[config.mk]
export PLATFORM = sky130hd
export DESIGN_NAME = hvac_sequencer
export DESIGN_NICKNAME = d
export VERILOG_FILES = /design/src/rtl/hvac_pkg.sv /design/src/rtl/dwell_counter.sv /design/src/rtl/hvac_sequencer.sv
export SDC_FILE = /design/constraint.sdc
export NUM_CORES = 1
export LEC_CHECK = 0
export BUFFER_PORTS_ARGS = -buffer_cell sky130_fd_sc_hd__buf_2
export CAP_MARGIN = 25
export CORE_MARGIN = 2
export CORE_UTILIZATION = 40
export CTS_CLUSTER_SIZE = 14
export DETAILED_ROUTE_END_ITERATION = 10
export GPL_TIMING_DRIVEN = 0
export PLACE_DENSITY = 0.62
export SETUP_SLACK_MARGIN = 0.5
export SLEW_MARGIN = 10
export SYNTH_ARGS = -nofsm -noshare
export SYNTH_HDL_FRONTEND = slang
export SYNTH_HIERARCHICAL = 1
export SYNTH_SLANG_ARGS = --single-unit
export TNS_END_PERCENT = 30
[constraint.sdc]
create_clock -name clk -period 2.3 [get_ports clk]
set_clock_uncertainty 0.2 [all_clocks]
set_input_delay 0.23 -clock clk [delete_from_list [all_inputs] [get_ports clk]]
set_output_delay 0.23 -clock clk [all_outputs]
set_load 0.03 [all_outputs]
[src/rtl/hvac_pkg.sv]
// Shared types and defaults for the HVAC actuator sequencer.
// State encodings are fixed so the debug port matches the board docs.
package hvac_pkg;

   typedef logic [1:0] hvac_state_t;

   localparam hvac_state_t ST_IDLE = 2'b00;
   localparam hvac_state_t ST_HEAT = 2'b01;
   localparam hvac_state_t ST_COOL = 2'b10;
   localparam hvac_state_t ST_HOLD = 2'b11;

   localparam int MIN_ON_DEF  = 4;
   localparam int MIN_OFF_DEF = 3;

   function automatic int hvac_max(input int a, input int b);
      return (a > b) ? a : b;
   endfunction

endpackage

[src/rtl/dwell_counter.sv]
// Saturating dwell counter shared by the run and rest phases.
// done_o flags that the count has reached the current terminal value.
module dwell_counter #(
   parameter int CW = 3
) (
   input  logic          clk,
   input  logic          rst_n,
   input  logic          clear_i,
   input  logic          en_i,
   input  logic [CW-1:0] term_i,
   output logic          done_o
);

   logic [CW-1:0] cnt_q;
   logic [CW-1:0] cnt_d;

   always_comb begin
      cnt_d = cnt_q;
      if (clear_i) begin
         cnt_d = '0;
      end else if (en_i && (cnt_q != term_i)) begin
         cnt_d = cnt_q + 1'b1;
      end
   end

   always_ff @(posedge clk or negedge rst_n) begin
      if (!rst_n) begin
         cnt_q <= '0;
      end else begin
         cnt_q <= cnt_d;
      end
   end

   assign done_o = (cnt_q == term_i);

endmodule

[src/rtl/hvac_sequencer.sv]
// Heat/cool actuator sequencer with minimum run and rest dwell times.
// Every run passes through HOLD then IDLE, so no direct changeover.
module hvac_sequencer
   import hvac_pkg::*;
#(
   parameter int MIN_ON  = MIN_ON_DEF,
   parameter int MIN_OFF = MIN_OFF_DEF,
   parameter int CW      = $clog2(hvac_max(MIN_ON, MIN_OFF) + 1)
) (
   input  logic       clk,
   input  logic       rst_n,
   input  logic       enable,
   input  logic       heat_req,
   input  logic       cool_req,
   output logic       heater_en,
   output logic       cooler_en,
   output logic       busy,
   output logic       conflict,
   output logic [1:0] state
);

   hvac_state_t   state_q;
   hvac_state_t   state_d;
   logic          conflict_q;
   logic          conflict_d;
   logic          dwell_done;
   logic          dwell_clr;
   logic          dwell_en;
   logic [CW-1:0] dwell_term;
   logic          heat_rel;
   logic          cool_rel;

   assign heat_rel = !heat_req || !enable;
   assign cool_rel = !cool_req || !enable;

   always_comb begin
      state_d    = state_q;
      conflict_d = 1'b0;
      case (state_q)
         ST_IDLE: begin
            if (enable && heat_req && cool_req) begin
               conflict_d = 1'b1;
            end else if (enable && heat_req) begin
               state_d = ST_HEAT;
            end else if (enable && cool_req) begin
               state_d = ST_COOL;
            end
         end
         ST_HEAT: begin
            if (dwell_done && heat_rel) begin
               state_d = ST_HOLD;
            end
         end
         ST_COOL: begin
            if (dwell_done && cool_rel) begin
               state_d = ST_HOLD;
            end
         end
         ST_HOLD: begin
            if (dwell_done) begin
               state_d = ST_IDLE;
            end
         end
         default: state_d = ST_IDLE;
      endcase
   end

   // Counter restarts from zero on every phase change and idles cleared.
   assign dwell_clr  = (state_q == ST_IDLE) || (state_d != state_q);
   assign dwell_en   = (state_q != ST_IDLE);
   assign dwell_term = (state_q == ST_HOLD) ? CW'(MIN_OFF - 1)
                                            : CW'(MIN_ON - 1);

   dwell_counter #(
      .CW (CW)
   ) u_dwell (
      .clk     (clk),
      .rst_n   (rst_n),
      .clear_i (dwell_clr),
      .en_i    (dwell_en),
      .term_i  (dwell_term),
      .done_o  (dwell_done)
   );

   always_ff @(posedge clk or negedge rst_n) begin
      if (!rst_n) begin
         state_q    <= ST_IDLE;
         conflict_q <= 1'b0;
      end else begin
         state_q    <= state_d;
         conflict_q <= conflict_d;
      end
   end

   assign heater_en = (state_q == ST_HEAT);
   assign cooler_en = (state_q == ST_COOL);
   assign busy      = (state_q != ST_IDLE);
   assign conflict  = conflict_q;
   assign state     = state_q;

endmodule
# Yosys cells after proc, flatten, opt, wreduce, memory -nomap -nowiden
# Cells that the tools add are included.
[word_totals] regBits=6 input_bits=5 word_cells=37
[op_classes] n_addsub=1 eq_ne=6 mux=12 n_reduce_logical=15
[op_table] op="$mux W2" n=6
[op_table] op="$pmux W2 S4" n=1
[op_table] op="$logic_and A1 B1 Y1" n=6
[op_table] op="$mux W3" n=2
[op_table] op="$eq A2 B2 Y1 const B" n=2
[op_table] op="$reduce_bool A2 Y1" n=2
[op_table] op="$add A3 B1 Y3 const B" n=1
[op_table] op="$eq A3 B2 Y1" n=1
[op_table] op="$logic_not A1 Y1" n=3
[op_table] op="$logic_or A1 B1 Y1" n=3
[op_table] op="$mux W1" n=3
[op_table] op="$ne A3 B2 Y1" n=1
[op_table] op="$eq A2 B1 Y1 const B" n=1
[op_table] op="$logic_not A2 Y1" n=1
[op_table] op="$ne A2 B2 Y1" n=1

# Depth between registers and ports, before layout
[logic_depth] ltp_word=9 mapped_depth=8 depth_no_buf=7

# By module
# Netlist, hierarchy kept.
[modules_own_cells] mod="dwell_counter" n_inst=1 cells_each=28 area_each_um2=267.8 seq_area_each_um2=75.1
[modules_own_cells] mod="hvac_sequencer" n_inst=1 cells_each=24 area_each_um2=256.5 seq_area_each_um2=75.1

# Least setup slack after synthesis
# No wires, ideal clock.
[synth_path] path_kind="register -> register" from="register state_q[1] (netlist: state[1])" to="register u_dwell.cnt_q[0]" t_arrival_ps=2114 setup_slack_ps=-78 path_stages_with_launch=9 path_cell_list="dfrtp_1 -> buf_6 -> nand2_1 -> xnor2_2 -> and3_2 -> o211a_1 -> or3b_2 -> o2bb2ai_1 -> or3_1"
[synth_via] elab_chain_cells=9 word_cells_on_any_way=22 cone_classes="eq/ne: 6; mux: 9; reduce/logical: 7"
[synth_rtl] item="start: declaration" line="hvac_sequencer.sv:22" rtl="hvac_state_t state_q;"
[synth_rtl] item="start signal: assignment" line="hvac_sequencer.sv:90" rtl="state_q <= state_d;"
[synth_rtl] item="$eq A2 B2 Y1 (*)" line="hvac_sequencer.sv:71" rtl="assign dwell_term = (state_q == ST_HOLD) ? CW'(MIN_OFF - 1)"
[synth_rtl] item="$mux W1 (*)" line="hvac_sequencer.sv:71"
[synth_rtl] item="named net dwell_term[0]" line="hvac_sequencer.sv:29" rtl="logic [CW-1:0] dwell_term;"
[synth_rtl] item="$eq A3 B2 Y1 (*)" line="dwell_counter.sv:34" rtl="assign done_o = (cnt_q == term_i);"
[synth_rtl] item="named net dwell_done" line="hvac_sequencer.sv:26" rtl="logic dwell_done;"
[synth_rtl] item="$logic_and A1 B1 Y1 (on tied branches)" line="hvac_sequencer.sv:55, hvac_sequencer.sv:50"
[synth_rtl] item="$mux W2 (on tied branches)" line="hvac_sequencer.sv:55, hvac_sequencer.sv:50"
[synth_rtl] item="$pmux W2 S4 (*)" line="hvac_sequencer.sv:39" rtl="case (state_q)"
[synth_rtl] item="$ne A2 B2 Y1 (*)" line="hvac_sequencer.sv:69" rtl="assign dwell_clr = (state_q == ST_IDLE) || (state_d != state_q);"
[synth_rtl] item="$logic_or A1 B1 Y1 (*)" line="hvac_sequencer.sv:69"
[synth_rtl] item="named net dwell_clr" line="hvac_sequencer.sv:27" rtl="logic dwell_clr;"
[synth_rtl] item="$mux W3 / $reduce_bool A2 Y1 (equally long branches)"
[synth_rtl] item="end signal: assignment" line="dwell_counter.sv:30" rtl="cnt_q <= cnt_d;"
[synth_rtl] item="end: declaration" line="dwell_counter.sv:14" rtl="logic [CW-1:0] cnt_q;"
# Mark *: on every way through the listed nets, which the timed path passes. The rest lies on a longest branch.
# A chain may end at the register's enable or synchronous reset.

# Final worst setup path
[layout_path] from="register state_q[0] (netlist: state[0])" to="register u_dwell.cnt_q[0]"
# The elaborated chain is that of the path after synthesis.

==> flow_metrics.py <==
metrics = {
    "detailed_routing": {
        "avgViaCountPerCell": 5.00,
        "routed_wl_um": 1070,
        "dr.pass1.iters": 4,
        "drc": 0,
        "ant_nets": 0,
        "wl_per_cell_um": 11.4,
        "drtIter0Drc": 3,
        "vias": 470,
    },
    "pwr": {
        "p_leak_nw": 0.358,
        "max-vdd-ir-drop_mv": 0.751,
        "p_per_area_nw_per_um2": 1710,
    },
    "placement": {
        "port_buffers": 10,
        "placed_cell_area_um2": 632,
        "gp_congestion": 0.686,
        "dp_hpwl_um": 735,
        "post-place-ws_ps": 125,
    },
    "critical_path": {
        "cp_top_family": "simple AND/OR/NAND/NOR gates",
        "worstSetupPathType": "reg2reg",
        "crit_required_ps": 2280,
        "endpoint_kind": "flip-flop",
        "slowest_stage": "dfrtp_2",
        "cp_cell_sequence": "buf_8, nand2_4, xnor2_4, and3_4, o211a_4, or3b_4, o2bb2ai_2, or3_1",
        "cp.depth": 8,
        "crit_buf_inv": 1,
        "critPathLaunch": "state[0]",
        "cp.arrival_ps": 1980,
        "cpPeakStageDelay_ps": 410,
        "worstReg2RegStart": "state[0]",
        "critPathLaunchType": "flip-flop",
        "crit_fanout": 4,
        "r2r_cells": 8,
    },
    "sta": {
        "hold_violations": 0,
        "rsz0062_at_grt": "true",
        "timing.setup.tns_ps": 0,
        "max_freq_mhz": 501,
        "setup_viol": 0,
        "setup_ws_ps": 306,
        "drv_slew": 0,
        "period_share_pct": 86.7,
        "finalCriticalPeriod_ps": 1990,
        "hold_ws_ps": 76.7,
    },
    "floorplanning": {
        "die_w_um": 40.2,
        "ioPinCount": 11,
        "dieHeight_um": 40.2,
        "initial_utilization_pct": 41.3,
        "dieArea_um2": 1620,
        "row_count": 13,
        "core_area_um2": 1270,
    },
    "finish": {
        "layout_common_cells": "buf_2, buf_4, nand2_1, conb_1, dfrtp_1",
        "multi_input_area_um2": 390,
        "nFillCells": 115,
        "regArea_um2": 153,
        "syn_to_final_growth_pct": 44.4,
        "drive_gt1_share_pct": 53.2,
        "fin_area_um2": 757,
        "diodes": 0,
        "final_common_cell": "buf_2",
        "nets": 86,
    },
    "clocking": {
        "cts-root-buf": "clkbuf_4",
        "clkTransAtPathRegs_ps": 50,
        "clock-sinks": 6,
        "numCtsBuffers": 3,
        "insertion_delay_ps": 240,
        "clock_path_buffers": 2,
        "cts_tree": "yes",
        "htreeDepth": 1,
    },
    "worst_hold_path": {
        "min_path_cells": 3,
        "hold_class": "in2reg",
        "hold_start": "heat_req",
    },
    "synth": {
        "yosysSeqAreaShare_pct": 28.6,
        "syn_area_um2": 524,
        "yosysWarnings": 6,
        "synth_largest_area_cell": "dfrtp_1",
        "async_flop_share_pct": 100,
        "synthFlopType": "dfrtp_1",
        "syn_avg_cell_area_um2": 10.1,
        "synth_edf_count": 0,
        "synth_top_area_share_pct": 28.6,
        "ys_ff_latch": 6,
        "ys_top_cells_by_area": "dfrtp_1, xnor2_2, a221oi_2, xnor2_1, buf_6",
        "syn_inst": 52,
        "netlist-cell-type-count": 28,
    },
    "run": {
        "max_cap_viol_count": 0,
    },
    "global_route": {
        "grt.overflow.total": 0,
        "grt_pass1_vias": 358,
        "grt_max_degree": 10,
        "antenna_found_initial": 0,
        "grtUsageTotal_pct": 15.5,
        "grt_pass1_wl_um": 1580,
    },
    "outcome": {
        "outcome": "complete, no violations",
    },
}
-- path summary, 6_finish.rpt --
| kind | endpoint | slack [ps] |
|---|---|---|
| max reg2reg | u_dwell/cnt_q[0] | 310 |
| min in group asynchronous | conflict | 150 |
| max | u_dwell/cnt_q[0] | 310 |
| min reg2reg | u_dwell/cnt_q[2] | 390 |
| max in group asynchronous | state[1] | 1590 |
| min | state[0] | 80 |
-- synthesized netlist by cell type (all sizes together) (2+ instances only) --
cell type  count
inv            3
xnor2          5
nand2          6
a221oi         2
a21oi          2
and3b          2
dfrtp          6
nand4b         2
and2b          2
and3           3
and4           2
buf            2
conb           2
-- timing repair --
action                     in CTS  in global routing
setup endpoints to repair       1                  6
setup buffers                   5                  4
hold endpoints to repair        6                  0
hold buffers                    1                  0
gates resized for setup         4                  1
pin swaps                       1                  2
-- routing by layer --
layer / GRT usage [%] / vias to the layer above / wire (um)
li1: - / 242 / -
met1: 20.5 / 213 / 526
met2: 22.6 / 13 / 496
met3: 3.33 / 2 / 31
met4: 10.0 / 0 / 12
met5: 0 / - / 0
-- worst register-to-register path, cell delays in order (launching register included) --
cell	delay (ps)
dfrtp_2	410
buf_8	120
nand2_4	80
xnor2_4	70
and3_4	190
o211a_4	260
or3b_4	380
o2bb2ai_2	110
or3_1	110
-- through the flow --
step | total power [mW] | cells | util (%)
after floorplan | 0.868 | 55 | -
after global placement | 0.994 | 80 | 49.8
after detailed placement | 0.999 | 80 | 49.8
after CTS | 1.24 | 90 | 57.3
after global routing | 1.38 | 94 | 59.7
final | 1.29 | 94 | 59.7
-- final cells by class --
class | instances | share of cell area [%]
tap | 15 | 2.48
multi-input combinational | 44 | 51.6
inverter | 3 | 1.49
timing repair buffer | 20 | 16.9
clock buffer | 4 | 3.47
buffer | 2 | 3.97
sequential | 6 | 20.2
-- flip-flops by register name (all words and copies together) (netlist names) --
name           flops
conflict           1
state              2
u_dwell/cnt_q      3
-- cells by family after synthesis --
kind of cell / after synthesis / synth area share [%]
AO/OA/AOI/OAI: 10 / 17.9
flip-flops: 6 / 28.6
adder cells (fa/ha/maj): 1 / 2.39
buffers and inverters: 5 / 6.44
XOR/XNOR: 5 / 11.2
AND/OR/NAND/NOR: 23 / 32.0
other: 2 / 1.43
-- report_power, final --
group	leakage (nW)	internal, mW	total [mW]	switching (mW)
combinational	0.272	0.514	0.977	0.463
sequential	0.0712	0.158	0.212	0.0537
clock	0.0150	0.0658	0.105	0.0391
No activity file was read; power rests on OpenSTA's default activity.
